==> config.mk <==
export PLATFORM = sky130hd
export DESIGN_NAME = mem_stage
export DESIGN_NICKNAME = d
export VERILOG_FILES = /design/src/rtl/pipe64_pkg.sv /design/src/rtl/mem_access_fsm.sv /design/src/rtl/mem_stage.sv
export SDC_FILE = /design/constraint.sdc
export NUM_CORES = 1
export LEC_CHECK = 0
export CAP_MARGIN = 10
export CORE_AREA = 2 2 204 206
export DETAILED_ROUTE_END_ITERATION = 6
export DIE_AREA = 0 0 206 208
export DONT_BUFFER_PORTS = 1
export PLACE_DENSITY = 0.41
export SLEW_MARGIN = 40
export SYNTH_ARGS = -nofsm -noshare
export SYNTH_HDL_FRONTEND = slang
export SYNTH_SLANG_ARGS = --single-unit
==> constraint.sdc <==
create_clock -name clk -period 1.63 [get_ports clk]
set_input_delay 0.326 -clock clk [delete_from_list [all_inputs] [get_ports clk]]
set_output_delay 0.326 -clock clk [all_outputs]
set_load 0.01 [all_outputs]
==> src/rtl/pipe64_pkg.sv <==
`default_nettype none
// ------------------------------------------------------------------
// pipe64_pkg : opcodes, IR field positions and memory FSM states
//              shared by the 64-bit pipeline stages.
// Rev 1.0
// ------------------------------------------------------------------
package pipe64_pkg;

  localparam logic [7:0] OP_NOP    = 8'h00;
  localparam logic [7:0] OP_ALU    = 8'h01;
  localparam logic [7:0] OP_LOAD   = 8'h02;
  localparam logic [7:0] OP_STORE  = 8'h03;
  localparam logic [7:0] OP_LOADI  = 8'h04;
  localparam logic [7:0] OP_BRANCH = 8'h05;

  localparam int OPC_HI   = 63;
  localparam int OPC_LO   = 56;
  localparam int RD_HI    = 27;
  localparam int RD_LO    = 23;
  localparam int ALUOP_HI = 22;
  localparam int ALUOP_LO = 18;

  typedef logic [0:0] state_t;
  localparam state_t ST_IDLE = 1'b0;
  localparam state_t ST_REQ  = 1'b1;

  typedef enum logic [1:0] {
    CLS_NOP = 2'd0,
    CLS_REG = 2'd1,
    CLS_MEM = 2'd2
  } op_class_t;

  // Unknown opcodes fall into the NOP class along with NOP and BRANCH.
  function automatic op_class_t op_class(input logic [7:0] op);
    case (op)
      OP_ALU, OP_LOADI:  return CLS_REG;
      OP_LOAD, OP_STORE: return CLS_MEM;
      default:           return CLS_NOP;
    endcase
  endfunction

endpackage
`default_nettype wire

==> src/rtl/mem_access_fsm.sv <==
`default_nettype none
// ------------------------------------------------------------------
// mem_access_fsm : IDLE/REQ sequencing, stall and mem_req generation.
// Optional REQ timeout abort enabled by defining MEM_STAGE_TIMEOUT_EN.
// Rev 1.0
// ------------------------------------------------------------------
module mem_access_fsm
  import pipe64_pkg::*;
#(
  parameter int TIMEOUT = 255
) (
  input  logic clk,
  input  logic rst_n,
  input  logic i_start,
  input  logic i_ack,
  output logic o_stall,
  output logic o_mem_req,
  output logic o_complete,
  output logic o_abort,
  output logic o_mem_err
);

  state_t r_state;
  state_t w_state_nxt;
  logic   w_timeout;
  logic   w_complete;
  logic   w_abort;

  if (TIMEOUT < 1) begin : g_timeout_chk
    $error("TIMEOUT must be at least 1");
  end

  always_comb begin
    w_state_nxt = r_state;
    w_complete  = 1'b0;
    w_abort     = 1'b0;
    case (r_state)
      ST_IDLE: begin
        if (i_start) w_state_nxt = ST_REQ;
      end
      ST_REQ: begin
        // An ack arriving on the timeout cycle still completes the access.
        if (i_ack) begin
          w_complete  = 1'b1;
          w_state_nxt = ST_IDLE;
        end else if (w_timeout) begin
          w_abort     = 1'b1;
          w_state_nxt = ST_IDLE;
        end
      end
      default: w_state_nxt = ST_IDLE;
    endcase
  end

  always_ff @(posedge clk or negedge rst_n) begin
    if (!rst_n) r_state <= ST_IDLE;
    else        r_state <= w_state_nxt;
  end

`ifdef MEM_STAGE_TIMEOUT_EN
  localparam int CNT_W = ($clog2(TIMEOUT + 1) > 8) ? $clog2(TIMEOUT + 1) : 8;

  logic [CNT_W-1:0] r_cnt;
  logic [CNT_W-1:0] w_cnt_inc;
  logic             r_err;

  // w_cnt_inc counts REQ cycles including the current one.
  assign w_cnt_inc = r_cnt + CNT_W'(1);
  assign w_timeout = (r_state == ST_REQ) && (w_cnt_inc == CNT_W'(TIMEOUT));

  always_ff @(posedge clk or negedge rst_n) begin
    if (!rst_n) begin
      r_cnt <= '0;
      r_err <= 1'b0;
    end else begin
      if (r_state == ST_IDLE) r_cnt <= '0;
      else                    r_cnt <= w_cnt_inc;
      if (w_abort) r_err <= 1'b1;
    end
  end

  assign o_mem_err = r_err;
`else
  assign w_timeout = 1'b0;
  assign o_mem_err = 1'b0;
`endif

  assign o_stall    = (r_state == ST_REQ);
  assign o_mem_req  = (r_state == ST_REQ);
  assign o_complete = w_complete;
  assign o_abort    = w_abort;

endmodule
`default_nettype wire

==> src/rtl/mem_stage.sv <==
`default_nettype none
// ------------------------------------------------------------------
// mem_stage : memory-access pipeline stage; loads/stores over req/ack
//             and forwards a writeback record. Timeout: MEM_STAGE_TIMEOUT_EN.
// Rev 1.0
// ------------------------------------------------------------------
module mem_stage
  import pipe64_pkg::*;
#(
  parameter int DATA_W  = 64,
  parameter int TIMEOUT = 255
) (
  input  logic              clk,
  input  logic              rst_n,
  input  logic [DATA_W-1:0] IR,
  input  logic [DATA_W-1:0] addr_in,
  input  logic [DATA_W-1:0] data_in,
  output logic              stall,
  output logic              mem_req,
  output logic              mem_we,
  output logic [DATA_W-1:0] mem_addr,
  output logic [DATA_W-1:0] mem_wdata,
  input  logic [DATA_W-1:0] mem_rdata,
  input  logic              mem_ack,
  output logic              wb_valid,
  output logic [4:0]        wb_reg,
  output logic [DATA_W-1:0] wb_data,
  output logic [DATA_W-1:0] IR_out,
  output logic              mem_err
);

  logic [7:0]        w_opcode;
  logic [4:0]        w_rd;
  logic [4:0]        w_rd_lat;
  op_class_t         w_cls;
  logic              w_stall;
  logic              w_complete;
  logic              w_abort;

  logic [DATA_W-1:0] r_ir_lat;
  logic              r_mem_we;
  logic [DATA_W-1:0] r_mem_addr;
  logic [DATA_W-1:0] r_mem_wdata;
  logic              r_wb_valid;
  logic [4:0]        r_wb_reg;
  logic [DATA_W-1:0] r_wb_data;
  logic [DATA_W-1:0] r_ir_out;

  assign w_opcode = IR[OPC_HI:OPC_LO];
  assign w_rd     = IR[RD_HI:RD_LO];
  assign w_rd_lat = r_ir_lat[RD_HI:RD_LO];
  assign w_cls    = op_class(w_opcode);

  mem_access_fsm #(
    .TIMEOUT (TIMEOUT)
  ) u_fsm (
    .clk        (clk),
    .rst_n      (rst_n),
    .i_start    (w_cls == CLS_MEM),
    .i_ack      (mem_ack),
    .o_stall    (w_stall),
    .o_mem_req  (mem_req),
    .o_complete (w_complete),
    .o_abort    (w_abort),
    .o_mem_err  (mem_err)
  );

  always_ff @(posedge clk or negedge rst_n) begin
    if (!rst_n) begin
      r_ir_lat    <= '0;
      r_mem_we    <= 1'b0;
      r_mem_addr  <= '0;
      r_mem_wdata <= '0;
      r_wb_valid  <= 1'b0;
      r_wb_reg    <= '0;
      r_wb_data   <= '0;
      r_ir_out    <= '0;
    end else if (!w_stall) begin
      if (w_cls == CLS_MEM) begin
        r_ir_lat    <= IR;
        r_mem_addr  <= addr_in;
        r_mem_wdata <= data_in;
        r_mem_we    <= (w_opcode == OP_STORE);
        r_wb_valid  <= 1'b0;
        r_wb_reg    <= '0;
        r_wb_data   <= '0;
        r_ir_out    <= '0;
      end else begin
        r_wb_valid  <= (w_cls == CLS_REG) && (w_rd != 5'd0);
        r_wb_reg    <= w_rd;
        r_wb_data   <= data_in;
        r_ir_out    <= IR;
      end
    end else if (w_complete) begin
      // r_mem_we still identifies a store on the completing cycle.
      r_mem_we    <= 1'b0;
      r_wb_valid  <= !r_mem_we && (w_rd_lat != 5'd0);
      r_wb_reg    <= w_rd_lat;
      r_wb_data   <= r_mem_we ? '0 : mem_rdata;
      r_ir_out    <= r_ir_lat;
    end else begin
      if (w_abort) r_mem_we <= 1'b0;
      r_wb_valid  <= 1'b0;
      r_wb_reg    <= '0;
      r_wb_data   <= '0;
      r_ir_out    <= '0;
    end
  end

  assign stall     = w_stall;
  assign mem_we    = r_mem_we;
  assign mem_addr  = r_mem_addr;
  assign mem_wdata = r_mem_wdata;
  assign wb_valid  = r_wb_valid;
  assign wb_reg    = r_wb_reg;
  assign wb_data   = r_wb_data;
  assign IR_out    = r_ir_out;

endmodule
`default_nettype wire
==> results of run 1 <==
-- cells by family after synthesis --
logic type      share of synthesized area (%)
flops                                    67.8
mux                                      17.4
compound gates                           10.3
buf+inv                                  3.00
simple gates                             1.32
xor+xnor                               0.0735
other cells                            0.0315
-- synth_stat cells (2+ instances only) --
cell,count,area (um^2)
nand3_1,2,10.0
buf_6,10,113
mux2_2,165,1860
buf_4,8,60.1
or4_1,2,15.0
o21ai_0,3,15.0
buf_2,10,50.1
inv_1,3,11.3
buf_1,7,26.3
mux2_1,19,214
dfrtp_1,323,8080
and2_1,8,50.1
a22o_1,71,622
nand2_1,2,7.51
a32o_1,57,571
clkbuf_1,26,97.6
-- stage by stage --
stage	hold slack, ns	TNS (ns)	util [%]	area, um^2
2_1_floorplan	0.0304	0	-	11900
3_3_place_gp	0.0426	-2.98	30.9	12500
3_5_place_dp	0.0390	-4.69	30.9	12500
==> impl_metrics.env, run 1 <==
export IMPL_run_status="aborted with a tool error"
export IMPL_stop_stage="clock tree synthesis"
export IMPL_first_error="[ERROR RSZ-0060] Max buffer count reached."
export IMPL_die_width_um=206
export IMPL_post_cts_repair_setup_buffers=0
export IMPL_post_detail_place_hpwl_um=24800
export IMPL_ctsRootBufferMaster="clkbuf_16"
export IMPL_port_buffer_count=0
export IMPL_ios=525
export IMPL_number_of_flops_mapped_to_enable_cells_by_yosys=0
export IMPL_cts_max_path_buffers=3
export IMPL_ys_seq_elements=323
export IMPL_placed_cells=1216
export IMPL_htree_num_levels=2
export IMPL_placement_rows=74
export IMPL_cts_repair_resize_count=0
export IMPL_synth_cell_area_um2=11900
export IMPL_dp_slack_ns=-0.108
export IMPL_synth_flop_cell="dfrtp_1"
export IMPL_postSynth_asyncResetShare_pct=100
export IMPL_synth_nets=988
export IMPL_synth_warning_count=0
export IMPL_synth_lib_cells_used_distinct=29
export IMPL_synth_seq_area_share_pct=67.9
export IMPL_globalplace_congestion=0.767
export IMPL_numCtsBuffers=38
export IMPL_die_y_um=208
export IMPL_synth_instances=729
export IMPL_hold_bufs_at_cts=257
export IMPL_syn_mean_instance_area_um2=16.3
export IMPL_start_util_pct=29.4
export IMPL_clock_sink_count=323
==> run 2, diff against run 1 <==
Settings changed: CORE_AREA 2 2 204 206 to 2 2 222 224, DIE_AREA 0 0 206 208 to 0 0 224 226, PLACE_DENSITY 0.41 to not set, PLACE_DENSITY_LB_ADDON set to 0.15.
==> run 2 against run 1 <==
Compared with the run above: area after synthesis unchanged; the flow now finishes, with violations (negative hold slack); synthesized cell count unchanged.
==> impl_metrics.env, run 2 <==
export IMPL_htree_num_levels=2
export IMPL_most_instantiated_library_cell_after_synthesis="dfrtp_1"
export IMPL_synth_lib_cells_used_distinct=29
export IMPL_detail_route_iter0_violations=325
export IMPL_timing_critical_path_required_ns=2.04
export IMPL_maxSlewViolCount=0
export IMPL_worstSetupPathType="reg2reg"
export IMPL_fin_worst_skew_ns=0.00816
export IMPL_net_switching_power_uw=4730
export IMPL_coreArea_um2=48300
export IMPL_power_frac_seq_pct=48.8
export IMPL_area_growth_syn_to_layout_pct=39.7
export IMPL_synth_instances=729
export IMPL_clk_transition_reported_paths_ns=0.06
export IMPL_n_fill_cell=4622
export IMPL_die_y_um=226
export IMPL_synth_warning_count=0
export IMPL_die_width_um=224
export IMPL_finish_cell_count_without_fillers=1647
export IMPL_hold_viol=323
export IMPL_p_per_area_nw_per_um2=1200
export IMPL_run_status="finished with violations"
export IMPL_syn_mean_instance_area_um2=16.3
export IMPL_ir_drop_mv=0.746
export IMPL_p_clk_share_pct=43.8
export IMPL_globalRouteTotalUtil_pct=14.6
export IMPL_grt_pass1_vias=8591
export IMPL_drt_total_wl_um=38800
export IMPL_worstRegToRegCells=4
export IMPL_grt_setup_unrepaired="true"
export IMPL_ctsRootBufferMaster="clkbuf_16"
export IMPL_post_synth_top_area_fraction_pct=67.9
export IMPL_clkLatencyLatePin_ns=0.53
export IMPL_grt_antenna_before_repair=0
export IMPL_ant_nets_after_route=0
export IMPL_placed_cells=1325
export IMPL_globalplace_congestion=0.787
export IMPL_postSynth_asyncResetShare_pct=100
export IMPL_critPathCaptureType="flip-flop"
export IMPL_placement_rows=81
export IMPL_p_int_uw=15200
export IMPL_final_layout_size_suffix_gt1_share_pct=26.0
export IMPL_power_static_leakage_uw=0.00748
export IMPL_fp_dieArea_um2=50600
export IMPL_timing_final_crit_share_pct=99.9
export IMPL_post_cts_repair_setup_buffers=0
export IMPL_number_of_flops_mapped_to_enable_cells_by_yosys=0
export IMPL_clock_sink_count=323
export IMPL_ys_seq_elements=323
export IMPL_synth_cell_area_um2=11900
export IMPL_tritoncts="built"
export IMPL_finish_utilization_pct=34.4
export IMPL_hold_bufs_at_cts=254
export IMPL_worstPathMaxFanout=82
export IMPL_route_detailed_wl_per_inst_um=23.5
export IMPL_timing_hold_worst_class="in2async"
export IMPL_power_switching_share_pct=23.8
export IMPL_timing_critical_path_arrival_ns=2.04
export IMPL_cts_max_path_buffers=3
export IMPL_grt_remaining_overflow=0
export IMPL_detail_route_vias_per_cell=4.68
export IMPL_synth_seq_area_share_pct=67.9
export IMPL_finalSetupViolCount=0
export IMPL_numCtsBuffers=38
export IMPL_detailroute_via_count=7705
export IMPL_period_needed_ns=1.63
export IMPL_ios=525
export IMPL_most_common_layout_cells="dfrtp_1, dlygate4sd3_1, mux2_2"
export IMPL_netlist_top_cells_count="dfrtp_1, mux2_2, a22o_1"
export IMPL_port_buffer_count=0
export IMPL_max_cap_viol_count=0
export IMPL_design_power_total_uw=19900
export IMPL_post_route_drc_count=0
export IMPL_worst_slew_pin_slew_ns=0.684
export IMPL_crit_path_start_kind="flip-flop"
export IMPL_insertedDiodeCount=0
export IMPL_yosysTopAreaCell="dfrtp_1"
export IMPL_design_final_nets=1256
export IMPL_power_combinational_fraction_pct=7.4
export IMPL_failed_checks="negative hold slack"
export IMPL_largest_cells_by_area_after_synthesis="dfrtp_1, mux2_2, a22o_1, a32o_1, mux2_1"
export IMPL_drt_pass1_iter_count=5
export IMPL_synth_flop_cell="dfrtp_1"
export IMPL_grt_first_pass_wirelength_um=55600
export IMPL_grt_start_max_net_pins=324
export IMPL_timing_max_slew_rel_slack_pct=54.4
export IMPL_start_util_pct=24.6
export IMPL_final_common_cell="dfrtp_1"
export IMPL_post_detail_place_hpwl_um=25500
export IMPL_maxClockFrequency_mhz=614
export IMPL_final_hold_worst_slack_ns=-0.506
export IMPL_synth_nets=988
## run 2: metal layers
layer	vias up	GRT usage (%)	routed length, um
met5	-	0	6
met4	2	6.86	1640
met3	75	6.01	3830
met2	405	25.4	19600
met1	3974	15.5	13700
li1	3249	-	-
## run 2: power groups by stage
stage	clock network (uW)	logic, uW	registers, uW
floorplan	0	753	9570
global placement	0	857	9860
detailed placement	0	906	9860
CTS	9030	1480	9720
global route	9390	1600	9790
finish	8710	1480	9710
## run 2: metrics by stage
step	setup slack, ns	TNS (ns)	instance area (um^2)
after global placement	-0.108	-13.73	12800
after detailed placement	-0.139	-20.13	12800
after CTS	0.0297	0	16600
after floorplan	0.0408	0	11900
after global routing	-0.0294	-0.337	16600
final	0.00199	0	16600
## run 2: final timing paths
kind,startpoint,end,slack [ns]
worst min-delay path,rst_n,mem_wdata[60],-0.51
worst min register to register,r_ir_lat[57],r_ir_lat[57],0.47
worst max register to register,u_fsm.o_mem_req,mem_wdata[48],0.002
worst max-delay path,u_fsm.o_mem_req,mem_wdata[48],0.002
min in group clk,IR[59],wb_valid,0.04
max in group asynchronous,rst_n,r_ir_lat[8],1.56
## run 2: what timing repair did
action	CTS	global route
resized for setup	2	1
endpoints found under the setup margin	92	32
hold endpoints to repair	633	323
## run 2: worst max-delay path, stage by stage, from the launching register on
cell     delay [ns]
dfrtp_2        0.45
inv_2          0.10
nand3_4        0.11
buf_16         0.22
mux2_1         0.45
## run 2: cells by family after synthesis
| kind of cell | count (synthesis) | share of synthesized area (%) |
|---|---|---|
| flip-flops | 323 | 67.8 |
| multiplexers | 184 | 17.4 |
| AO/OA/AOI/OAI | 134 | 10.3 |
| buffers and inverters | 64 | 3.00 |
| AND/OR/NAND/NOR | 22 | 1.32 |
| XOR/XNOR | 1 | 0.0735 |
| other | 1 | 0.0315 |
## run 2: layout make-up
| cell class | count | area, um^2 | share of cell area, % |
|---|---|---|---|
| sequential | 323 | 8080 | 48.6 |
| multi-input combinational | 342 | 3500 | 21.0 |
| timing repair buffer | 289 | 2980 | 17.9 |
| clock buffer | 57 | 1150 | 6.89 |
| tap | 622 | 778 | 4.68 |
| clock inverter | 11 | 139 | 0.835 |
| inverter | 3 | 11.3 | 0.0677 |
(Power assumes the default switching activity.)
==> run 3, diff against run 2 <==
Settings changed: PLACE_DENSITY set to 0.36, PLACE_DENSITY_LB_ADDON 0.15 to not set.
==> run 3 against run 2 <==
Compared with the run above: the run still ends with negative hold slack left; utilization down 0.062 points; first-iteration DRC count is 4.0% lower; hold slack got worse by 0.0088 ns; final cell count fell by 0.43%; non-clock buffer count down 8; wire length shrank 3.9%; sequential share of layout area rose by 0.080 points; via count down 2.0%; combinational power about the same; critical path type unchanged; critical endpoint is now mem_addr[39]; highest routed layer unchanged.
==> impl_metrics.env, run 3 (synthesis gave the netlist of run 2 again) <==
export IMPL_route_detailed_wl_per_inst_um=22.7
export IMPL_globalRouteTotalUtil_pct=13.9
export IMPL_worstPathCellList="inv_2 -> nand3_4 -> buf_16 -> mux2_2"
export IMPL_drt_total_wl_um=37200
export IMPL_die_width_um=224
export IMPL_design_power_total_uw=20200
export IMPL_port_buffer_count=0
export IMPL_period_needed_ns=1.57
export IMPL_fin_worst_skew_ns=0.0108
export IMPL_drt_pass1_iter_count=4
export IMPL_final_layout_size_suffix_gt1_share_pct=25.7
export IMPL_area_of_all_placed_cells_without_fillers_um2=16600
export IMPL_post_route_drc_count=0
export IMPL_hold_viol=323
export IMPL_detail_route_vias_per_cell=4.61
export IMPL_worst_slew_pin_slew_ns=1.14
export IMPL_family_with_the_most_delay_on_the_worst_path="buffers and inverters"
export IMPL_crit_buf_inv=2
export IMPL_grt_start_max_net_pins=324
export IMPL_finalSetupViolCount=0
export IMPL_run_status="finished with violations"
export IMPL_start_util_pct=24.6
export IMPL_timing_final_crit_share_pct=96.4
export IMPL_worstSetupPathType="reg2reg"
export IMPL_ir_drop_mv=0.684
export IMPL_tritoncts="built"
export IMPL_numCtsBuffers=38
export IMPL_final_common_cell="dfrtp_1"
export IMPL_power_static_leakage_uw=0.00747
export IMPL_critPathSlowestCell="dfrtp_1"
export IMPL_clock_sink_count=323
export IMPL_maxSlewViolCount=0
export IMPL_cts_max_path_buffers=3
export IMPL_final_hold_worst_slack_ns=-0.515
export IMPL_area_growth_syn_to_layout_pct=39.4
export IMPL_max_cap_viol_count=0
export IMPL_most_common_layout_cells="dfrtp_1, dlygate4sd3_1, mux2_2"
export IMPL_htree_num_levels=2
export IMPL_grt_first_pass_wirelength_um=53600
export IMPL_failed_checks="negative hold slack"
export IMPL_hold_bufs_at_cts=255
export IMPL_detail_route_iter0_violations=312
export IMPL_p_per_area_nw_per_um2=1220
export IMPL_timing_critical_path_required_ns=2.04
export IMPL_finish_utilization_pct=34.4
export IMPL_ios=525
export IMPL_maxClockFrequency_mhz=636
export IMPL_grt_setup_unrepaired="true"
export IMPL_globalplace_congestion=0.755
export IMPL_crit_path_max_incr_delay_ns=0.41
export IMPL_timing_max_slew_rel_slack_pct=24.1
export IMPL_grt_antenna_before_repair=4
export IMPL_timing_critical_path_arrival_ns=1.99
export IMPL_ctsRootBufferMaster="clkbuf_16"
export IMPL_placed_cell_area_um2=12700
export IMPL_crit_path_start_kind="flip-flop"
export IMPL_coreArea_um2=48300
export IMPL_final_setup_tns_ns=0
export IMPL_clk_transition_reported_paths_ns=0.06
export IMPL_design_final_nets=1248
export IMPL_post_detail_place_hpwl_um=24000
export IMPL_timing_hold_worst_class="in2async"
export IMPL_die_y_um=226
export IMPL_placement_rows=81
export IMPL_clkLatencyLatePin_ns=0.54
export IMPL_ant_nets_after_route=0
export IMPL_grt_pass1_vias=8419
export IMPL_fp_dieArea_um2=50600
export IMPL_critPathCaptureType="flip-flop"
export IMPL_detailroute_via_count=7554
export IMPL_worstPathMaxFanout=83
export IMPL_grt_remaining_overflow=0
## run 3: worst register-to-register path, stage by stage, from the launching register on
cell and delay, ns:
dfrtp_1 0.41, inv_2 0.08, nand3_4 0.13, buf_16 0.33, mux2_2 0.51
## run 3: timing repair
item	CTS	global route
setup endpoints to repair	2	24
cloned	0	0
setup buffers	1	0
resized for setup	1	3
endpoints found under the hold margin	634	323
## run 3: final timing paths
path	from	end	slack (ns)	cells past startpoint
min reg2reg	r_ir_lat[57]	r_ir_lat[57]	0.47	1
max in group asynchronous	rst_n	IR_out[21]	1.21	0
max reg2reg	u_fsm.o_mem_req	mem_addr[39]	0.06	4
min in group clk	mem_rdata[54]	wb_data[54]	0.02	1
max	u_fsm.o_mem_req	mem_addr[39]	0.06	4
min	rst_n	mem_addr[13]	-0.52	0
## run 3: layer usage
metal	part of all wire, %	GRT usage [%]	wire [um]
met4	3.3	5.48	1250
met1	37	15.1	13900
met3	9.3	5.88	3460
met2	50	24.0	18700
met5	0.081	0	30
## run 3: area by class of cell
| type | count | area, um^2 |
|---|---|---|
| Fill cell | 4634 | 31700 |
| Sequential cell | 323 | 8080 |
| Multi-Input combinational cell | 342 | 3500 |
| Timing Repair Buffer | 281 | 2900 |
| Clock buffer | 54 | 1120 |
| Tap cell | 622 | 778 |
| Clock inverter | 14 | 210 |
| Inverter | 3 | 11.3 |
| Antenna cell | 1 | 2.50 |
## run 3: through the flow
stage | instances | setup WS, ns
finish | 1640 | 0.0584
global route | 1640 | 0.00606
CTS | 1639 | 0.00876
detailed placement | 1315 | -0.124
global placement | 1315 | -0.129
floorplan | 729 | 0.0408
## run 3: power breakdown
group | internal (uW) | total, uW | leakage (uW) | switching, uW
Combinational | 1010 | 1470 | 0.00271 | 456
Sequential | 8820 | 9710 | 0.00410 | 890
Clock | 5600 | 9030 | 0.000660 | 3440
